### src/rtl/packing_length_ctrl_pkg.sv
// packing_len_pkg: shared FSM states, default geometry and counter-width helper for the length packer.
package packing_len_pkg;
  typedef enum logic [2:0] {ACCUM, EMIT, FLUSH, DRAIN, DONE} state_t;
  localparam int WORD_SIZE_D = 64;
  localparam int CACHE_LINE_D = 128;
  function automatic int cnt_w(input int v, input int extra);
    return $clog2(v) + extra;
  endfunction
endpackage

### src/rtl/packing_length_ctrl_if.sv
// packing_length_ctrl_if: length-beat input handshake and packed-word/line-status output bundle.
interface packing_length_ctrl_if import packing_len_pkg::*; #(
  parameter int WORD_SIZE = WORD_SIZE_D,
  parameter int CACHE_LINE = CACHE_LINE_D,
  parameter int LEN_W = 7
);
  localparam int PW = cnt_w(WORD_SIZE, 1);
  localparam int TW = cnt_w(CACHE_LINE, 2);
  logic i_valid;
  logic o_ready;
  logic [LEN_W-1:0] i_length;
  logic i_last;
  logic o_word_valid;
  logic i_word_ready;
  logic [PW-1:0] o_shift_amount;
  logic [PW-1:0] o_pad_bits;
  logic o_word_last;
  logic o_line_done;
  logic o_overflow;
  logic [TW-1:0] o_total_bits;
  modport slave (
    input i_valid, i_length, i_last, i_word_ready,
    output o_ready, o_word_valid, o_shift_amount, o_pad_bits, o_word_last, o_line_done, o_overflow, o_total_bits
  );
  modport master (
    output i_valid, i_length, i_last, i_word_ready,
    input o_ready, o_word_valid, o_shift_amount, o_pad_bits, o_word_last, o_line_done, o_overflow, o_total_bits
  );
endinterface

### src/rtl/packing_length_ctrl.sv
// packing_length_ctrl: accumulates per-beat compressed lengths, emits one event per packed word,
// flushes the padded tail word at end of line and drains lines that overflow CACHE_LINE.
module packing_length_ctrl import packing_len_pkg::*; #(
  parameter int WORD_SIZE = WORD_SIZE_D,
  parameter int CACHE_LINE = CACHE_LINE_D,
  parameter int LEN_W = 7
) (
  input logic i_clk,
  input logic i_reset,
  packing_length_ctrl_if.slave bus
);
  localparam int PW = cnt_w(WORD_SIZE, 1);
  localparam int TW = cnt_w(CACHE_LINE, 2);
  localparam logic [PW-1:0] WS = PW'(WORD_SIZE);
  localparam logic [TW-1:0] CL = TW'(CACHE_LINE);
  state_t state;
  logic [PW-1:0] partial, np;
  logic [TW-1:0] total, nt;
  logic pend, acc;
  // partial < WORD_SIZE and length <= WORD_SIZE, so np always fits in PW bits
  assign np = partial + PW'(bus.i_length);
  assign nt = total + TW'(bus.i_length);
  assign bus.o_ready = i_reset && (state == ACCUM || state == DRAIN);
  assign acc = bus.i_valid && bus.o_ready;
  always_ff @(posedge i_clk or negedge i_reset)
    if (!i_reset) begin
      state <= ACCUM;
      partial <= '0;
      total <= '0;
      pend <= 1'b0;
      bus.o_word_valid <= 1'b0;
      bus.o_shift_amount <= '0;
      bus.o_pad_bits <= '0;
      bus.o_word_last <= 1'b0;
      bus.o_line_done <= 1'b0;
      bus.o_overflow <= 1'b0;
      bus.o_total_bits <= '0;
    end else
      case (state)
        ACCUM: if (acc) begin
          if (nt > CL) begin
            state <= bus.i_last ? DONE : DRAIN;
            bus.o_line_done <= bus.i_last;
            bus.o_overflow <= bus.i_last;
            bus.o_total_bits <= bus.i_last ? total : '0;
          end else if (np >= WS) begin
            partial <= np - WS;
            total <= nt;
            pend <= bus.i_last;
            state <= EMIT;
            bus.o_word_valid <= 1'b1;
            bus.o_shift_amount <= np;
            bus.o_pad_bits <= '0;
            bus.o_word_last <= bus.i_last && (np == WS);
          end else begin
            partial <= np;
            total <= nt;
            if (bus.i_last && np != '0) begin
              state <= FLUSH;
              bus.o_word_valid <= 1'b1;
              bus.o_shift_amount <= np;
              bus.o_pad_bits <= WS - np;
              bus.o_word_last <= 1'b1;
            end else if (bus.i_last) begin
              state <= DONE;
              bus.o_line_done <= 1'b1;
              bus.o_total_bits <= nt;
            end
          end
        end
        EMIT: if (bus.i_word_ready) begin
          if (pend && partial != '0) begin
            state <= FLUSH;
            bus.o_shift_amount <= partial;
            bus.o_pad_bits <= WS - partial;
            bus.o_word_last <= 1'b1;
          end else begin
            state <= pend ? DONE : ACCUM;
            bus.o_word_valid <= 1'b0;
            bus.o_shift_amount <= '0;
            bus.o_word_last <= 1'b0;
            bus.o_line_done <= pend;
            bus.o_total_bits <= pend ? total : '0;
          end
        end
        FLUSH: if (bus.i_word_ready) begin
          state <= DONE;
          bus.o_word_valid <= 1'b0;
          bus.o_shift_amount <= '0;
          bus.o_pad_bits <= '0;
          bus.o_word_last <= 1'b0;
          bus.o_line_done <= 1'b1;
          bus.o_total_bits <= total;
        end
        DRAIN: if (acc && bus.i_last) begin
          state <= DONE;
          bus.o_line_done <= 1'b1;
          bus.o_overflow <= 1'b1;
          bus.o_total_bits <= total;
        end
        DONE: begin
          state <= ACCUM;
          partial <= '0;
          total <= '0;
          pend <= 1'b0;
          bus.o_line_done <= 1'b0;
          bus.o_overflow <= 1'b0;
          bus.o_total_bits <= '0;
        end
        default: state <= ACCUM;
      endcase
  a_len: assert property (@(posedge i_clk) disable iff (!i_reset)
    bus.i_valid |-> int'(bus.i_length) <= WORD_SIZE);
  a_hold: assert property (@(posedge i_clk) disable iff (!i_reset)
    bus.o_word_valid && !bus.i_word_ready |=> bus.o_word_valid && $stable(bus.o_shift_amount)
      && $stable(bus.o_pad_bits) && $stable(bus.o_word_last));
  a_pulse: assert property (@(posedge i_clk) disable iff (!i_reset)
    bus.o_line_done |=> !bus.o_line_done);
endmodule
### src/flat_wrapper.sv
// flat-port wrapper written by rule: the top's interface ports become plain ports
module packing_length_ctrl_flat import packing_len_pkg::*;
#(
  parameter int WORD_SIZE = WORD_SIZE_D,
  parameter int CACHE_LINE = CACHE_LINE_D,
  parameter int LEN_W = 7
)
  (i_clk, i_reset, bus_i_valid, bus_i_length, bus_i_last, bus_i_word_ready, bus_o_ready, bus_o_word_valid, bus_o_shift_amount, bus_o_pad_bits, bus_o_word_last, bus_o_line_done, bus_o_overflow, bus_o_total_bits);
  packing_length_ctrl_if #(.WORD_SIZE(WORD_SIZE), .CACHE_LINE(CACHE_LINE), .LEN_W(LEN_W)) bus_i ();
  input logic i_clk;
  input logic i_reset;
  input wire logic [$bits(bus_i.i_valid)-1:0] bus_i_valid;
  input wire logic [$bits(bus_i.i_length)-1:0] bus_i_length;
  input wire logic [$bits(bus_i.i_last)-1:0] bus_i_last;
  input wire logic [$bits(bus_i.i_word_ready)-1:0] bus_i_word_ready;
  output wire logic [$bits(bus_i.o_ready)-1:0] bus_o_ready;
  output wire logic [$bits(bus_i.o_word_valid)-1:0] bus_o_word_valid;
  output wire logic [$bits(bus_i.o_shift_amount)-1:0] bus_o_shift_amount;
  output wire logic [$bits(bus_i.o_pad_bits)-1:0] bus_o_pad_bits;
  output wire logic [$bits(bus_i.o_word_last)-1:0] bus_o_word_last;
  output wire logic [$bits(bus_i.o_line_done)-1:0] bus_o_line_done;
  output wire logic [$bits(bus_i.o_overflow)-1:0] bus_o_overflow;
  output wire logic [$bits(bus_i.o_total_bits)-1:0] bus_o_total_bits;
  assign bus_i.i_valid = bus_i_valid;
  assign bus_i.i_length = bus_i_length;
  assign bus_i.i_last = bus_i_last;
  assign bus_i.i_word_ready = bus_i_word_ready;
  assign bus_o_ready = bus_i.o_ready;
  assign bus_o_word_valid = bus_i.o_word_valid;
  assign bus_o_shift_amount = bus_i.o_shift_amount;
  assign bus_o_pad_bits = bus_i.o_pad_bits;
  assign bus_o_word_last = bus_i.o_word_last;
  assign bus_o_line_done = bus_i.o_line_done;
  assign bus_o_overflow = bus_i.o_overflow;
  assign bus_o_total_bits = bus_i.o_total_bits;
  packing_length_ctrl #(.WORD_SIZE(WORD_SIZE), .CACHE_LINE(CACHE_LINE), .LEN_W(LEN_W)) u_core (.i_clk(i_clk), .i_reset(i_reset), .bus(bus_i));
endmodule
### config.mk
export PLATFORM = sky130hd
export DESIGN_NAME = packing_length_ctrl_flat
export DESIGN_NICKNAME = d
export VERILOG_FILES = /design/src/rtl/packing_length_ctrl_pkg.sv /design/src/rtl/packing_length_ctrl_if.sv /design/src/rtl/packing_length_ctrl.sv /design/src/flat_wrapper.sv
export SDC_FILE = /design/constraint.sdc
export NUM_CORES = 1
export LEC_CHECK = 0
export CORE_MARGIN = 2
export CORE_UTILIZATION = 57
export DETAILED_ROUTE_END_ITERATION = 6
export GPL_TIMING_DRIVEN = 1
export PLACE_DENSITY = 0.83
export SLEW_MARGIN = 20
export SYNTH_ARGS = -nofsm -noshare
export SYNTH_HDL_FRONTEND = slang
export SYNTH_SLANG_ARGS = --single-unit
### constraint.sdc
create_clock -name i_clk -period 3.8 [get_ports i_clk]
set_clock_uncertainty 0.1 [all_clocks]
set_input_delay 0.38 -clock i_clk [delete_from_list [all_inputs] [get_ports i_clk]]
set_output_delay 0.38 -clock i_clk [all_outputs]
set_load 0.01 [all_outputs]
==> results.ini, run 1 <==
[status]
outcome = finished, final reports clean

[floorplanning]
dieArea_sq_um = 6940
chipWidth_microns = 83.3
fp.dieH_microns = 83.3
design.core.area_sq_um = 5990
io_pins = 40
rows = 28
start_util_pct = 59.9

[place]
dpl_cell_area_sq_um = 4200
place_hpwl_mm = 7.34
gp_congestion = 0.917
portBuffers = 39

[setup_path]
crit_required_ps = 3910
crit_type = in2reg
r2r_start = u_core.total[0]
startpoint_type = primary input
cp_max_fo = 7
crit_path_end_kind = flip-flop
critical_path.cell_chain = clkdlybuf4s50_1 > buf_4 > ha_1 > fa_1 > a211oi_1 > nor2_1 > xor2_1 > o41ai_1 > a221o_1 > a211o_1 > mux2_4
slowest_stage = o41ai_1
path_buf_inv = 2
path_delay_family = compound AO/OA/AOI/OAI gates
arrival_ps = 3740
critPathMaxStageDelay_ps = 520
critPathLaunch = bus_i_length[0]

[pwr]
seq_power_share_pct = 22.0
peakVddDrop_uv = 541
p_sw_share_pct = 46.3
p_clk_share_pct = 8.8
p_comb_share_pct = 69.2
intPower_uw = 2260
power.density_nw_per_um2 = 977
p_leak_uw = 0.00183
p_sw_uw = 1950

[sta]
fmax_mhz = 275
slew_headroom_pct = 57.9
rsz0062_at_grt = no
final-hold-violation-count = 0
tightest_slew_ps = 628
min_period_ps = 3640
report.final.slew_viol_count = 0
finalCritPeriodShare_pct = 95.7
whs_ps = 75.6
setup_viol = 0

[final_layout]
diodes = 0
n_fill_cell = 442
mostFrequentLayoutCell = dfrtp_1
stdcell_area_sq_um = 4310
nets = 469
area_delta_synth_final_pct = 20.2
drive_gt1_share_pct = 17.7
final_cell_mix = 47 x dfrtp_1, 38 x clkdlybuf4s50_1, 33 x nand2_1, 33 x buf_4, 21 x inv_1

[clocking]
cts_resized = 0
ctsHoldBuffers = 0
clk_pin_slew_ps = 90
cts_setup_buffers = 0
cts_tree = built
cts_htree_levels = 2
root_buffer = clkbuf_8
cts_made_buffers = 5
clkLatencyLatePin_ps = 310
cts.sinks = 47
clockBufferDepth = 2

[job]
drv_cap = 0

[global_routing]
antenna_found_initial = 1
track_usage_pct = 30.6
gr-total-overflow = 0
grt_pass1_vias = 3435
grt_pass1_wl_mm = 17.3
grt_max_degree = 49

[logic_synthesis]
synth.distinct_cells = 70
postSynthCellCount = 382
async_reset_ff_share_pct = 100
yosysWarningCount = 0
syn_avg_cell_area_sq_um = 9.39
yosysSeqAreaShare_pct = 32.8
syn-num-nets = 411
synth-seq-cells = 47
synth-edff-count = 0
synth_flop_cell = dfrtp_1
syn_area_sq_um = 3590

[routing]
antenna_left = 0
finalWirelength_mm = 10.2
vias = 3534
drtIter0Drc = 406
drt_pass1_iterations = 7
wl_per_cell_microns = 19.8
drc = 0
viasPerCell = 6.86

[min_path]
hp-class = in2async

[flip-flops by register name, indices dropped and copies added, names as in the netlist]
register                   flops
u_core.bus.o_total_bits        9
u_core.total                   9
u_core.bus.o_pad_bits          7
u_core.bus.o_shift_amount      7
u_core.partial                 7
u_core.state                   3
u_core.bus.o_line_done         1
u_core.bus.o_overflow          1
u_core.bus.o_word_last         1
u_core.bus.o_word_valid        1
u_core.pend                    1
[per-layer routing]
| layer | GRT usage, % | part of all wire, % |
|---|---|---|
| met5 | 0 | 0.13 |
| met3 | 5.86 | 8.5 |
| met2 | 46.9 | 46 |
| met1 | 42.8 | 42 |
| met4 | 11.8 | 2.6 |
[layout make-up]
cell class / instances / area (sq um) / share of cell area, %
multi-input combinational: 292 / 2200 / 51.1
sequential: 47 / 1180 / 27.3
timing repair buffer: 73 / 653 / 15.2
tap: 75 / 93.8 / 2.18
inverter: 21 / 78.8 / 1.83
clock buffer: 5 / 68.8 / 1.60
clock inverter: 2 / 37.5 / 0.871
[synthesized netlist by cell type (9+ instances only)]
cell | instances | share of area (%)
xnor2_1 | 10 | 2.4
xor2_1 | 10 | 2.4
a21oi_1 | 16 | 2.2
clkbuf_1 | 10 | 1.0
nand2_1 | 33 | 3.5
dfrtp_1 | 47 | 33
mux2_2 | 9 | 2.8
ha_1 | 15 | 5.2
o211ai_1 | 13 | 2.7
o21ai_0 | 16 | 2.2
nor3b_1 | 10 | 2.1
a211oi_1 | 13 | 2.7
o22ai_1 | 9 | 1.6
nor2_1 | 18 | 1.9
inv_1 | 21 | 2.2
[metrics by stage]
| stage | TNS [ps] | power (uW) | cells | setup WS (ps) | util (%) |
|---|---|---|---|---|---|
| floorplan | 0 | 2800 | 382 | 440 | - |
| global placement | -395 | 3670 | 508 | -39.2 | 70.1 |
| detailed placement | -1460 | 3770 | 508 | -105 | 70.1 |
| CTS | 0 | 4160 | 515 | 177 | 71.9 |
| global route | 0 | 4520 | 515 | 18.3 | 72.0 |
| finish | 0 | 4210 | 515 | 164 | 72.0 |
[power groups by stage]
| stage | Clock, uW | Combinational [uW] | Sequential (uW) |
|---|---|---|---|
| detailed placement | 0 | 2840 | 929 |
| global placement | 0 | 2750 | 918 |
| floorplan | 0 | 1880 | 914 |
| CTS | 375 | 2870 | 922 |
| global route | 394 | 3170 | 958 |
| finish | 369 | 2910 | 928 |
[worst register-to-register path, delay by kind of cell, from the launching register on]
kind | cells | cell delay, ps
multiplexers | 1 | 360
AND/OR/NAND/NOR | 1 | 420
AO/OA/AOI/OAI | 5 | 1440
adder cells (fa/ha/maj) | 2 | 670
flip-flops | 1 | 430
[path summary, 6_finish.rpt]
check / cells after the start / endpoint / slack [ps]
worst max-delay path: 11 / u_core.bus.o_pad_bits[5] / 160
worst min-delay path: 2 / u_core.bus.o_total_bits[7] / 80
worst max register to register: 9 / u_core.bus.o_pad_bits[5] / 280
worst min register to register: 1 / u_core.bus.o_line_done / 410
max in group asynchronous: 2 / u_core.bus.o_shift_amount[4] / 3080
min in group i_clk: 1 / u_core.bus.o_line_done / 410
[cell families (layout without fill, tap and decap cells)]
| group | Yosys count | after routing | share of synthesized area (%) |
|---|---|---|---|
| xor gates and xnor gates | 20 | 20 | 4.88 |
| adders and majority gates | 17 | 17 | 6.35 |
| AOI/OAI and AO/OA | 134 | 134 | 28.7 |
| muxes | 17 | 17 | 6.03 |
| and+or+nand+nor | 104 | 104 | 15.3 |
| buffers and inverters | 43 | 101 | 5.96 |
| DFF | 47 | 47 | 32.8 |
No activity file was read; power rests on OpenSTA's default activity.
==> inputs of run 2 (changes only) <==
--- a/config.mk
+++ b/config.mk
@@ -6,10 +6,10 @@
 export NUM_CORES = 1
 export LEC_CHECK = 0
 export CORE_MARGIN = 2
-export CORE_UTILIZATION = 57
+export CORE_UTILIZATION = 45
 export DETAILED_ROUTE_END_ITERATION = 6
 export GPL_TIMING_DRIVEN = 1
-export PLACE_DENSITY = 0.83
+export PLACE_DENSITY = 0.68
 export SLEW_MARGIN = 20
 export SYNTH_ARGS = -nofsm -noshare
 export SYNTH_HDL_FRONTEND = slang
==> constraint.sdc (replaced) <==
create_clock -name i_clk -period 3.9 [get_ports i_clk]
set_clock_uncertainty 0.1 [all_clocks]
set_input_delay 0.39 -clock i_clk [delete_from_list [all_inputs] [get_ports i_clk]]
set_output_delay 0.39 -clock i_clk [all_outputs]
set_load 0.01 [all_outputs]
==> run 2 against run 1 <==
Compared with the run above:
- register-to-register slack gained 70 ps
- non-clock buffer count shrank 1
- combinational power shrank 3%
- wire length decreased by 4.1%
- power shrank 1.7%
- global-route usage fell by 6.8 points
- design area grew 1.2%
- clock power up 16%
- die area is 25% higher
- utilization down 16 points
- sequential cell count stayed put
==> results.ini, run 2 (same netlist as run 1, synthesis figures left out) <==
[routing]
drtIter0Drc = 307  ; -24%
vias = 3376  ; -4.5%
finalWirelength_mm = 9.76  ; -4.1%
wl_per_cell_microns = 18.0  ; -8.9%
drt_pass1_iterations = 5  ; -2
antenna_left = 0  ; unchanged
viasPerCell = 6.23  ; -9.2%
drc = 0  ; unchanged

[floorplanning]
dieArea_sq_um = 8700  ; +25%
rows = 32  ; +14%
start_util_pct = 46.4  ; -13 points
design.core.area_sq_um = 7730  ; +29%
fp.dieH_microns = 93.3  ; +12%
io_pins = 40  ; unchanged
chipWidth_microns = 93.3  ; +12%

[global_routing]
grt_pass1_wl_mm = 16.3  ; -5.4%
gr-total-overflow = 0  ; unchanged
grt_pass1_vias = 3257  ; -5.2%
track_usage_pct = 23.8  ; -6.8 points
antenna_found_initial = 0  ; -1
grt_max_degree = 46  ; -6.1%

[sta]
setup_viol = 0  ; unchanged
final-hold-violation-count = 0  ; unchanged
report.final.slew_viol_count = 0  ; unchanged
rsz0062_at_grt = no
finalCritPeriodShare_pct = 93.5
min_period_ps = 3640
fmax_mhz = 274
tightest_slew_ps = 876  ; +248 ps
layout_setup_ws_ps = 255  ; +91.4 ps
slew_headroom_pct = 41.1  ; -17 points
whs_ps = 343  ; +267 ps

[place]
portBuffers = 39  ; unchanged
gp_congestion = 0.890  ; -2.9%
place_hpwl_mm = 7.52  ; +2.4%
dpl_cell_area_sq_um = 4220  ; +0.45%
pre_cts_ws_ps = -73.3  ; +32.2 ps

[pwr]
p_total_uw = 4140  ; -1.7%
p_leak_uw = 0.00184  ; +0.69%
p_sw_share_pct = 45.0  ; -1.3 points
p_comb_share_pct = 67.9  ; -1.3 points
p_clk_share_pct = 10.4  ; +1.6 points
power.density_nw_per_um2 = 949  ; -2.9%
intPower_uw = 2270  ; +0.58%
peakVddDrop_uv = 406  ; -25%
seq_power_share_pct = 21.7  ; -0.3 points
p_sw_uw = 1860  ; -4.4%

[clocking]
root_buffer = clkbuf_8
cts_resized = 0  ; unchanged
clkLatencyLatePin_ps = 300  ; about the same
cts.sinks = 47  ; unchanged
clockBufferDepth = 2  ; unchanged
cts_made_buffers = 5  ; unchanged
cts_htree_levels = 2  ; unchanged
cts_tree = built
cts_setup_buffers = 0  ; unchanged
clk_pin_slew_ps = 90  ; about the same

[min_path]
hp-class = in2async

[setup_path]
critPathMaxStageDelay_ps = 460  ; -60 ps
slowest_stage = a21oi_2
crit_path_end_kind = flip-flop
crit_type = in2reg
critical_path.cell_chain = clkdlybuf4s50_1 > ha_1 > fa_1 > a211o_1 > a21oi_2 > o221ai_1 > or3_1 > a221o_1 > a21oi_2 > mux2_2
critical_path.most_common_cell = a21oi_2
arrival_ps = 3740  ; about the same
cp_max_fo = 8  ; +1
regToRegSetupSlack_ps = 350  ; +70 ps
startpoint_type = primary input
crit_required_ps = 3990  ; +80 ps

[final_layout]
drive_gt1_share_pct = 17.0  ; -0.68 points
nets = 468  ; -0.21%
top_regs = u_core.bus.o_total_bits x9, u_core.total x9
stdcell_area_sq_um = 4360  ; +1.2%
mostFrequentLayoutCell = dfrtp_1
area_delta_synth_final_pct = 21.6
final_cell_mix = 47 x dfrtp_1, 38 x clkdlybuf4s50_1, 33 x nand2_1, 31 x buf_4, 21 x inv_1
diodes = 0  ; unchanged

[job]
drv_cap = 0  ; unchanged

[status]
outcome = finished, final reports clean

## run 2: cell types whose count changed in the layout (fill, tap and decap cells not counted)
cell / previous run / this run
buf_4: 33 / 31
o31ai_1: 1 / 2
clkinvlp_4: 1 / 0
bufinv_16: 1 / 2
dlygate4sd3_1: 0 / 1
o31ai_2: 1 / 0
clkbuf_1: 0 / 1
## run 2: critical path: cells and delay by family
kind | cells | cell delay (ps)
fa+ha+maj | 2 | 660
simple gates | 1 | 390
compound gates | 5 | 1440
buf+inv | 1 | 440
mux | 1 | 390
## run 2: path summary, 6_finish.rpt
check / start / end / depth (start not counted)
max: bus_i_length[0] / u_core.bus.o_shift_amount[3] / 10
min: i_reset / u_core.bus.o_word_valid / 2
max reg2reg: u_core.total[0] / u_core.bus.o_shift_amount[3] / 9
min reg2reg: u_core.bus.o_line_done / u_core.bus.o_line_done / 1
max in group asynchronous: i_reset / u_core.bus.o_shift_amount[2] / 3
min in group i_clk: u_core.bus.o_line_done / u_core.bus.o_line_done / 1
## run 2: repair_timing
item / 4_1_cts / 5_1_grt
setup endpoints to repair: 0 / 0
hold buffers: 1 / 0
hold endpoints to repair: 2 / 0
## run 2: stage by stage
| stage | std cells | util, % | TNS [ps] |
|---|---|---|---|
| 6_report | 542 | 56.4 | 0 |
| 4_1_cts | 542 | 56.4 | 0 |
| 3_5_place_dp | 533 | 54.6 | -532 |
| 2_1_floorplan | 382 | - | 0 |
| 5_1_grt | 542 | 56.4 | 0 |
| 3_3_place_gp | 533 | 54.6 | 0 |
## run 2: cell type report
cell class / instances / area [sq um]
clock inverter: 2 / 60.1
multi-input combinational: 292 / 2200
tap: 102 / 128
sequential: 47 / 1180
fill: 683 / 3370
inverter: 21 / 78.8
clock buffer: 6 / 72.6
timing repair buffer: 72 / 648
## run 2: metal layers
metal	vias to the layer above	GRT usage [%]	wire length, microns
li1	1580	-	-
met4	0	7.48	216
met2	141	36.8	4480
met5	-	0	0
met1	1639	34.5	4480
met3	16	2.98	586
## run 2: power groups by stage
stage	clock network [uW]	registers, uW	logic [uW]
after floorplan	0	891	1840
after global placement	0	899	2720
after detailed placement	0	904	2770
after CTS	437	897	2780
after global routing	458	930	3070
final	428	899	2810
==> inputs of run 3 (changes only) <==
--- a/config.mk
+++ b/config.mk
@@ -7,6 +7,7 @@
 export LEC_CHECK = 0
 export CORE_MARGIN = 2
 export CORE_UTILIZATION = 45
+export CTS_CLUSTER_DIAMETER = 40
 export DETAILED_ROUTE_END_ITERATION = 6
 export GPL_TIMING_DRIVEN = 1
 export PLACE_DENSITY = 0.68
==> results of run 3 <==
The final DEF is identical to that of run 2; final timing and power are the same.
